--- src/rtl/vissched.sv ---
// vissched: replays each accepted IQ sample for TRATE slots and frames it for the correlator chain.
// Define VISSCHED_STATS_EN to add the frames_o / stalls_o statistics counters.
module vissched #(
  parameter int RADIOS = 32,
  parameter int TRATE  = 30,
  parameter int LOOP0  = 3,
  parameter int LOOP1  = 5
) (
  input  logic                     clock,
  input  logic                     reset_n,
  input  logic                     enable_i,
  input  logic                     src_valid_i,
  output logic                     src_ready_o,
  input  logic [RADIOS-1:0]        src_dati_i,
  input  logic [RADIOS-1:0]        src_datq_i,
  output logic                     sig_valid_o,
  output logic                     sig_first_o,
  output logic                     sig_next_o,
  output logic                     sig_emit_o,
  output logic                     sig_last_o,
  output logic [$clog2(TRATE)-1:0] sig_addr_o,
  output logic [RADIOS-1:0]        sig_dati_o,
  output logic [RADIOS-1:0]        sig_datq_o,
`ifdef VISSCHED_STATS_EN
  output logic                     busy_o,
  output logic [15:0]              frames_o,
  output logic [15:0]              stalls_o
`else
  output logic                     busy_o
`endif
);
  localparam int AW = $clog2(TRATE);
  localparam int SW = (LOOP0 > 1) ? $clog2(LOOP0) : 1;
  localparam int BW = (LOOP1 > 1) ? $clog2(LOOP1) : 1;
  localparam logic [AW-1:0] TMAX = AW'(TRATE - 1);
  localparam logic [SW-1:0] SMAX = SW'(LOOP0 - 1);
  localparam logic [BW-1:0] BMAX = BW'(LOOP1 - 1);

  typedef enum logic [1:0] {IDLE, RUN, DRAIN} state_e;

  state_e            state_q, state_d;
  logic [AW-1:0]     tcnt_q, tcnt_d;
  logic [SW-1:0]     scnt_q, scnt_d, scnt_adv;
  logic [BW-1:0]     bcnt_q, bcnt_d, bcnt_adv;
  logic              hold_v_q, hold_v_d;
  logic              first_q, first_d, emit_q, emit_d, last_q, last_d;
  logic [RADIOS-1:0] dati_q, datq_q;
  logic              active, slot_end, last_slot, boundary, frame_done, accept;

  // Handshake: in DRAIN the frame is done once its last sample is held, or when sitting on a boundary.
  always_comb begin
    active      = (state_q != IDLE);
    slot_end    = hold_v_q && (tcnt_q == TMAX);
    last_slot   = slot_end && last_q;
    boundary    = !hold_v_q && (scnt_q == '0) && (bcnt_q == '0);
    frame_done  = (state_q == DRAIN) && ((hold_v_q && last_q) || boundary);
    src_ready_o = active && (!hold_v_q || (tcnt_q == TMAX)) && !frame_done;
    accept      = src_valid_i && src_ready_o;
  end

  // scnt_adv/bcnt_adv are the counters after the current sample retires; a sample
  // accepted in the same cycle takes its qualifiers from these.
  always_comb begin
    scnt_adv = scnt_q;
    bcnt_adv = bcnt_q;
    if (slot_end) begin
      if (scnt_q == SMAX) begin
        scnt_adv = '0;
        bcnt_adv = (bcnt_q == BMAX) ? '0 : bcnt_q + 1'b1;
      end else begin
        scnt_adv = scnt_q + 1'b1;
      end
    end
    tcnt_d   = tcnt_q;
    scnt_d   = scnt_adv;
    bcnt_d   = bcnt_adv;
    hold_v_d = hold_v_q;
    first_d  = first_q;
    emit_d   = emit_q;
    last_d   = last_q;
    if (state_q == IDLE) begin
      tcnt_d   = '0;
      scnt_d   = '0;
      bcnt_d   = '0;
      hold_v_d = 1'b0;
    end else if (accept) begin
      tcnt_d   = '0;
      hold_v_d = 1'b1;
      first_d  = (scnt_adv == '0);
      emit_d   = (scnt_adv == SMAX);
      last_d   = (scnt_adv == SMAX) && (bcnt_adv == BMAX);
    end else if (slot_end) begin
      tcnt_d   = '0;
      hold_v_d = 1'b0;
    end else if (hold_v_q) begin
      tcnt_d   = tcnt_q + 1'b1;
    end
  end

  always_comb begin
    state_d = state_q;
    case (state_q)
      IDLE:    if (enable_i) state_d = RUN;
      RUN:     if (!enable_i) state_d = DRAIN;
      DRAIN:   if (enable_i) state_d = RUN;
               else if (last_slot || boundary) state_d = IDLE;
      default: state_d = IDLE;
    endcase
  end

  always_ff @(posedge clock or negedge reset_n) begin
    if (!reset_n) begin
      state_q  <= IDLE;
      tcnt_q   <= '0;
      scnt_q   <= '0;
      bcnt_q   <= '0;
      hold_v_q <= 1'b0;
      first_q  <= 1'b0;
      emit_q   <= 1'b0;
      last_q   <= 1'b0;
      dati_q   <= '0;
      datq_q   <= '0;
    end else begin
      state_q  <= state_d;
      tcnt_q   <= tcnt_d;
      scnt_q   <= scnt_d;
      bcnt_q   <= bcnt_d;
      hold_v_q <= hold_v_d;
      first_q  <= first_d;
      emit_q   <= emit_d;
      last_q   <= last_d;
      if (accept) begin
        dati_q <= src_dati_i;
        datq_q <= src_datq_i;
      end
    end
  end

  // Qualifiers and address read as zero between samples; data keeps its last value.
  always_comb begin
    busy_o      = active;
    sig_valid_o = hold_v_q;
    sig_addr_o  = hold_v_q ? tcnt_q : '0;
    sig_next_o  = slot_end;
    sig_first_o = hold_v_q && first_q;
    sig_emit_o  = hold_v_q && emit_q;
    sig_last_o  = hold_v_q && last_q;
    sig_dati_o  = dati_q;
    sig_datq_o  = datq_q;
  end

`ifdef VISSCHED_STATS_EN
  logic [15:0] frames_q, stalls_q;

  always_ff @(posedge clock or negedge reset_n) begin
    if (!reset_n) begin
      frames_q <= '0;
      stalls_q <= '0;
    end else begin
      if (last_slot) frames_q <= frames_q + 16'd1;
      if (active && !hold_v_q && !((scnt_q == '0) && (bcnt_q == '0)) && (stalls_q != 16'hFFFF))
        stalls_q <= stalls_q + 16'd1;
    end
  end

  assign frames_o = frames_q;
  assign stalls_o = stalls_q;
`endif

endmodule
--- config.mk ---
export PLATFORM = sky130hd
export DESIGN_NAME = vissched
export DESIGN_NICKNAME = d
export VERILOG_FILES = /design/src/rtl/vissched.sv
export SDC_FILE = /design/constraint.sdc
export NUM_CORES = 1
export LEC_CHECK = 0
export CAP_MARGIN = 20
export CORE_MARGIN = 10
export CORE_UTILIZATION = 38
export DETAILED_ROUTE_END_ITERATION = 6
export GPL_TIMING_DRIVEN = 0
export PLACE_DENSITY = 0.73
export SKIP_CTS_REPAIR_TIMING = 1
export SYNTH_ARGS = -nofsm -noshare
export SYNTH_HDL_FRONTEND = slang
export SYNTH_SLANG_ARGS = --single-unit
--- constraint.sdc ---
create_clock -name clock -period 2 [get_ports clock]
set_input_delay 0.4 -clock clock [delete_from_list [all_inputs] [get_ports clock]]
set_output_delay 0.4 -clock clock [all_outputs]
set_load 0.1 [all_outputs]
* Yosys cells after proc, flatten, opt, wreduce, memory -nomap -nowiden
Cells that the tools add are included.
W data, S select, Z words.
** Word-level totals
- Bits in registers :: 80
- Output and inout bits :: 76
** Operators by class
- Reductions and logical operators :: 26
- Add/subtract/negate cells :: 3
- Equal/unequal tests :: 10
- Bitwise gates (word level) :: 1
- Multiplexer cells :: 20
** Operators with widths (count)
- $mux W5 :: 5
- $mux W2 :: 7
- $logic_and A1 B1 Y1 :: 12
- $mux W3 :: 4
- $eq A2 B2 Y1 const B :: 3
- $eq A3 B3 Y1 const B :: 2
- $logic_not A2 Y1 :: 3
- $pmux W2 S3 :: 1
- $add A5 B1 Y5 const B :: 1
- $eq A5 B5 Y1 const B :: 1
- $ne A2 B2 Y1 const B :: 2
- $reduce_bool A4 Y1 :: 1
- $add A3 B1 Y3 const B :: 1
- $logic_not A3 Y1 :: 1
- $logic_or A1 B1 Y1 :: 3
- $mux W1 :: 3
- $ne A3 B2 Y1 const B :: 1
- $reduce_and A3 Y1 :: 1
- $reduce_bool A3 Y1 :: 1
- $add A2 B1 Y2 const B :: 1
- $eq A2 B1 Y1 const B :: 1
- $logic_not A1 Y1 :: 2
- $reduce_and A2 Y1 :: 1
- $reduce_bool A2 Y1 :: 1
- $not A1 Y1 :: 1

* Logic depth before layout (Yosys ltp)
- Depth in word-level cells :: 10
- Mapped depth :: 8
- Depth with buffers taken out :: 6

* Least setup slack after synthesis
OpenSTA, ideal clock, no wires.
- Path kind :: register to register
- Start point :: register hold_v_q (netlist: sig_valid_o)
- End point :: register first_q
- Stages on the path, launching flop included :: 5
- Clock period less this slack :: 3.496 ns
- Buffers on the path :: 0
- Path slack :: -1.496 ns
- Arrival time :: 3.371 ns
- Cells stage by stage :: dfrtp_1 -> inv_1 -> nor3_2 -> mux2_2 -> mux2_2
** Between the ends
- Elaborated cells on any way between the ends :: 15
** RTL lines
- start: declaration :: line 45 : logic hold_v_q, hold_v_d;
- start signal: assignment :: line 128 : hold_v_q <= hold_v_d;
- $logic_and A1 B1 Y1 :: line 53 : slot_end = hold_v_q && (tcnt_q == TMAX);
- net sig_next_o :: line 18 : output logic sig_next_o,
- $mux W2 :: line 66 : if (slot_end) begin
- $logic_not A2 Y1 :: line 89 : first_d = (scnt_adv == '0);
- end signal: assignment :: line 129 : first_q <= first_d;
- end: declaration :: line 46 : logic first_q, first_d, emit_q, emit_d, last_q, last_d;
The timed path passes the listed nets, and every way through them passes these cells.
A chain may end at the register's enable or synchronous reset.

* Worst setup path in the final report
- Start point :: register tcnt_q[1]
- End point :: output port sig_next_o
** Between the ends
- Longest elaborated chain between the ends :: 2
** RTL lines
- start: declaration :: line 42 : logic [AW-1:0] tcnt_q, tcnt_d;
- start signal: assignment :: line 125 : tcnt_q <= tcnt_d;
- $eq A5 B5 Y1 :: line 53
- $logic_and A1 B1 Y1 :: line 53
- end: declaration :: line 18
Every way passes these cells.

==> results by group <==
Floorplan
  – Initial core utilization: 38.8%
  – Core area: 8680 sq um
  – Die height: 114 um
  – Die Area: 13000 sq um
  – Die W: 114 um
  – Rows: 34
  – Top-level port count: 144

Synthesis
  – Synth Register Bits: 80
  – Dominant synthesized flop cell: dfrtp_1
  – Post-Synthesis Cells: 235
  – Seq/Total Area, Yosys: 59.5%
  – Post-synth EDFFs: 0
  – Syn Area/Cell: 14.3 sq um
  – Mapped Area: 3360 sq um
  – Netlist cell types: 36
  – Net Count, Synth: 307
  – Yosys Warn Count: 0
  – Asr flop ratio synth: 100%

Min path
  – Tightest Hold Check Type: in2async

Drt
  – Routed WL: 9410 um
  – Vias per std cell: 4.90
  – Drt initial violations: 61
  – Post-route DRC: 0
  – WL/cell: 18.4 um
  – Vias: 2508
  – First-pass DRT Iterations: 4
  – ANT nets after route: 0

Worst setup path
  – Req. time, crit path: 1600 ps
  – Buf/Inv on CP: 3
  – Critical Path Stages: 6
  – Cell Chain, Critical Path: inv_2, ha_4, buf_6, nand3_4, nor3_4, buf_12
  – CP Class: reg2out
  – CP Launch Type: flop
  – Data arrival time of the critical path: 1760 ps
  – Max incr delay on CP: 420 ps
  – FF-to-FF path depth: 9
  – Crit path max-delay family: simple AND/OR/NAND/NOR gates
  – Worst-path fanout max: 5
  – Crit-path slowest cell: dfrtp_1
  – Crit path capture type: output port

GRT
  – Initial antenna violation count: 0
  – Total congestion overflow: 0
  – Largest net degree at the start of global routing: 43
  – Vias in the first global route: 2674
  – First-pass GRT wire length: 14400 um
  – GRT Total Usage: 13.8%

Timing
  – Count of pins over their slew limit: 0
  – Rel. slew slack: 32.4%
  – Skew final: 12.9 ps
  – Fin. Hold Viols: 0
  – Period minus WS final: 2160 ps
  – Fmax: 464 MHz
  – Worst setup margin: -157 ps
  – Tcrit/Tclk final: 108%
  – Final Setup Violations: 9
  – RSZ-0062 raised after global routing: yes
  – Hold slack: 33.5 ps
  – Measured slew at the worst slew-check pin: 1010 ps

Placement
  – # port buffers: 143
  – Hpwl dp: 6980 um
  – Dpl cell area: 5010 sq um
  – GP Congestion: 0.773
  – Setup WS pre-CTS: -775 ps

Clock network
  – Clock Root Buffer: clkbuf_8
  – CTS tree: yes
  – Max Buffers Root-to-Sink: 2
  – Clk slew on worst S/H paths: 80 ps
  – Depth of the CTS H-tree: 3
  – Clk sinks: 80
  – TritonCTS buffer count: 9
  – Clk_lat worst skew: 350 ps

Layout
  – Register Area: 2010 sq um
  – Most frequent cells in the layout: dfrtp_1 (77), clkdlybuf4s50_1 (66), dlymetal6s2s_1 (64), mux2_2 (58), clkbuf_8 (10)
  – Share of layout cells above drive strength 1: 33.4%
  – # diodes: 0
  – Area taken by multi-input logic gates: 1350 sq um
  – Final net count: 471
  – Most common cell after layout, fill and taps aside: dfrtp_1
  – Post-route cell area: 5560 sq um
  – Area Growth Syn to Fin: 65.4%
  – Filler cell count: 672

Job
  – MaxCap Viol Count: 0

Run status
  – Outcome: complete, but fails checks
  – Failing checks: setup timing
## sequential cells by signal, indices dropped and copies added, names as in the netlist
name	cells
sig_datq_o	32
bcnt_q	3
sig_valid_o	1
tcnt_q	5
state_q	2
scnt_q	2
sig_dati_o	32
last_q	1
first_q	1
emit_q	1
## final timing paths
check / slack (ps) / from / to
worst max-delay path: -160 / tcnt_q[1] / sig_next_o
worst min-delay path: 30 / reset_n / tcnt_q[3]
worst max register to register: -40 / tcnt_q[1] / sig_dati_o[27]
worst min register to register: 500 / sig_datq_o[20] / sig_datq_o[20]
max in group asynchronous: 1350 / reset_n / state_q[0]
min in group clock: 500 / sig_datq_o[20] / sig_datq_o[20]
## routing by layer
layer  up-vias  track usage (%)  wire length, um
li1       1165                -                -
met1      1244             15.4             3710
met2        89             22.6             4800
met3        10             6.76              821
met4         0             4.76               88
met5         -                0                0
## cell families after synthesis
logic type / Yosys count / synth area share [%]
DFF: 80 / 59.5
muxes: 69 / 23.7
and+or+nand+nor: 40 / 7.11
AOI/OAI and AO/OA: 21 / 4.20
buffers and inverters: 18 / 3.24
adders and majority gates: 4 / 1.49
xor gates and xnor gates: 3 / 0.781
## through the flow
step / cells / util (%) / setup TNS (ps)
after floorplan: 235 / - / -663
after global placement: 486 / 57.6 / -211550
after detailed placement: 487 / 57.8 / -23250
after CTS: 503 / 60.3 / -46550
after global routing: 512 / 64.1 / -1150
final: 512 / 64.1 / -484
## synthesized netlist by cell type, types with 3 or more instances
cell type | count | area (sq um)
nor2_1 | 9 | 33.8
nand2b_1 | 3 | 18.8
nand2_1 | 5 | 18.8
and2_1 | 6 | 37.5
o21ai_0 | 4 | 20.0
mux2_4 | 6 | 90.1
buf_4 | 6 | 45.0
mux2_2 | 60 | 676
inv_1 | 8 | 30.0
ha_1 | 4 | 50.1
nor4_1 | 3 | 18.8
dfrtp_1 | 80 | 2000
nand3_1 | 4 | 20.0
mux2i_1 | 3 | 30.0
nand4b_1 | 3 | 26.3
a21oi_1 | 6 | 30.0
## cell type report
cell class | instances | area share [%]
repair buffers | 153 | 30.3
well taps | 108 | 2.43
clock buffers | 11 | 2.54
inverters | 8 | 0.652
plain buffers | 10 | 2.20
flip-flops and latches | 80 | 36.1
clock inverters | 5 | 1.44
multi-input cells | 137 | 24.3
Power is not shown: default switching activity piles up to over one toggle a cycle in this logic, so the estimate is an artifact.
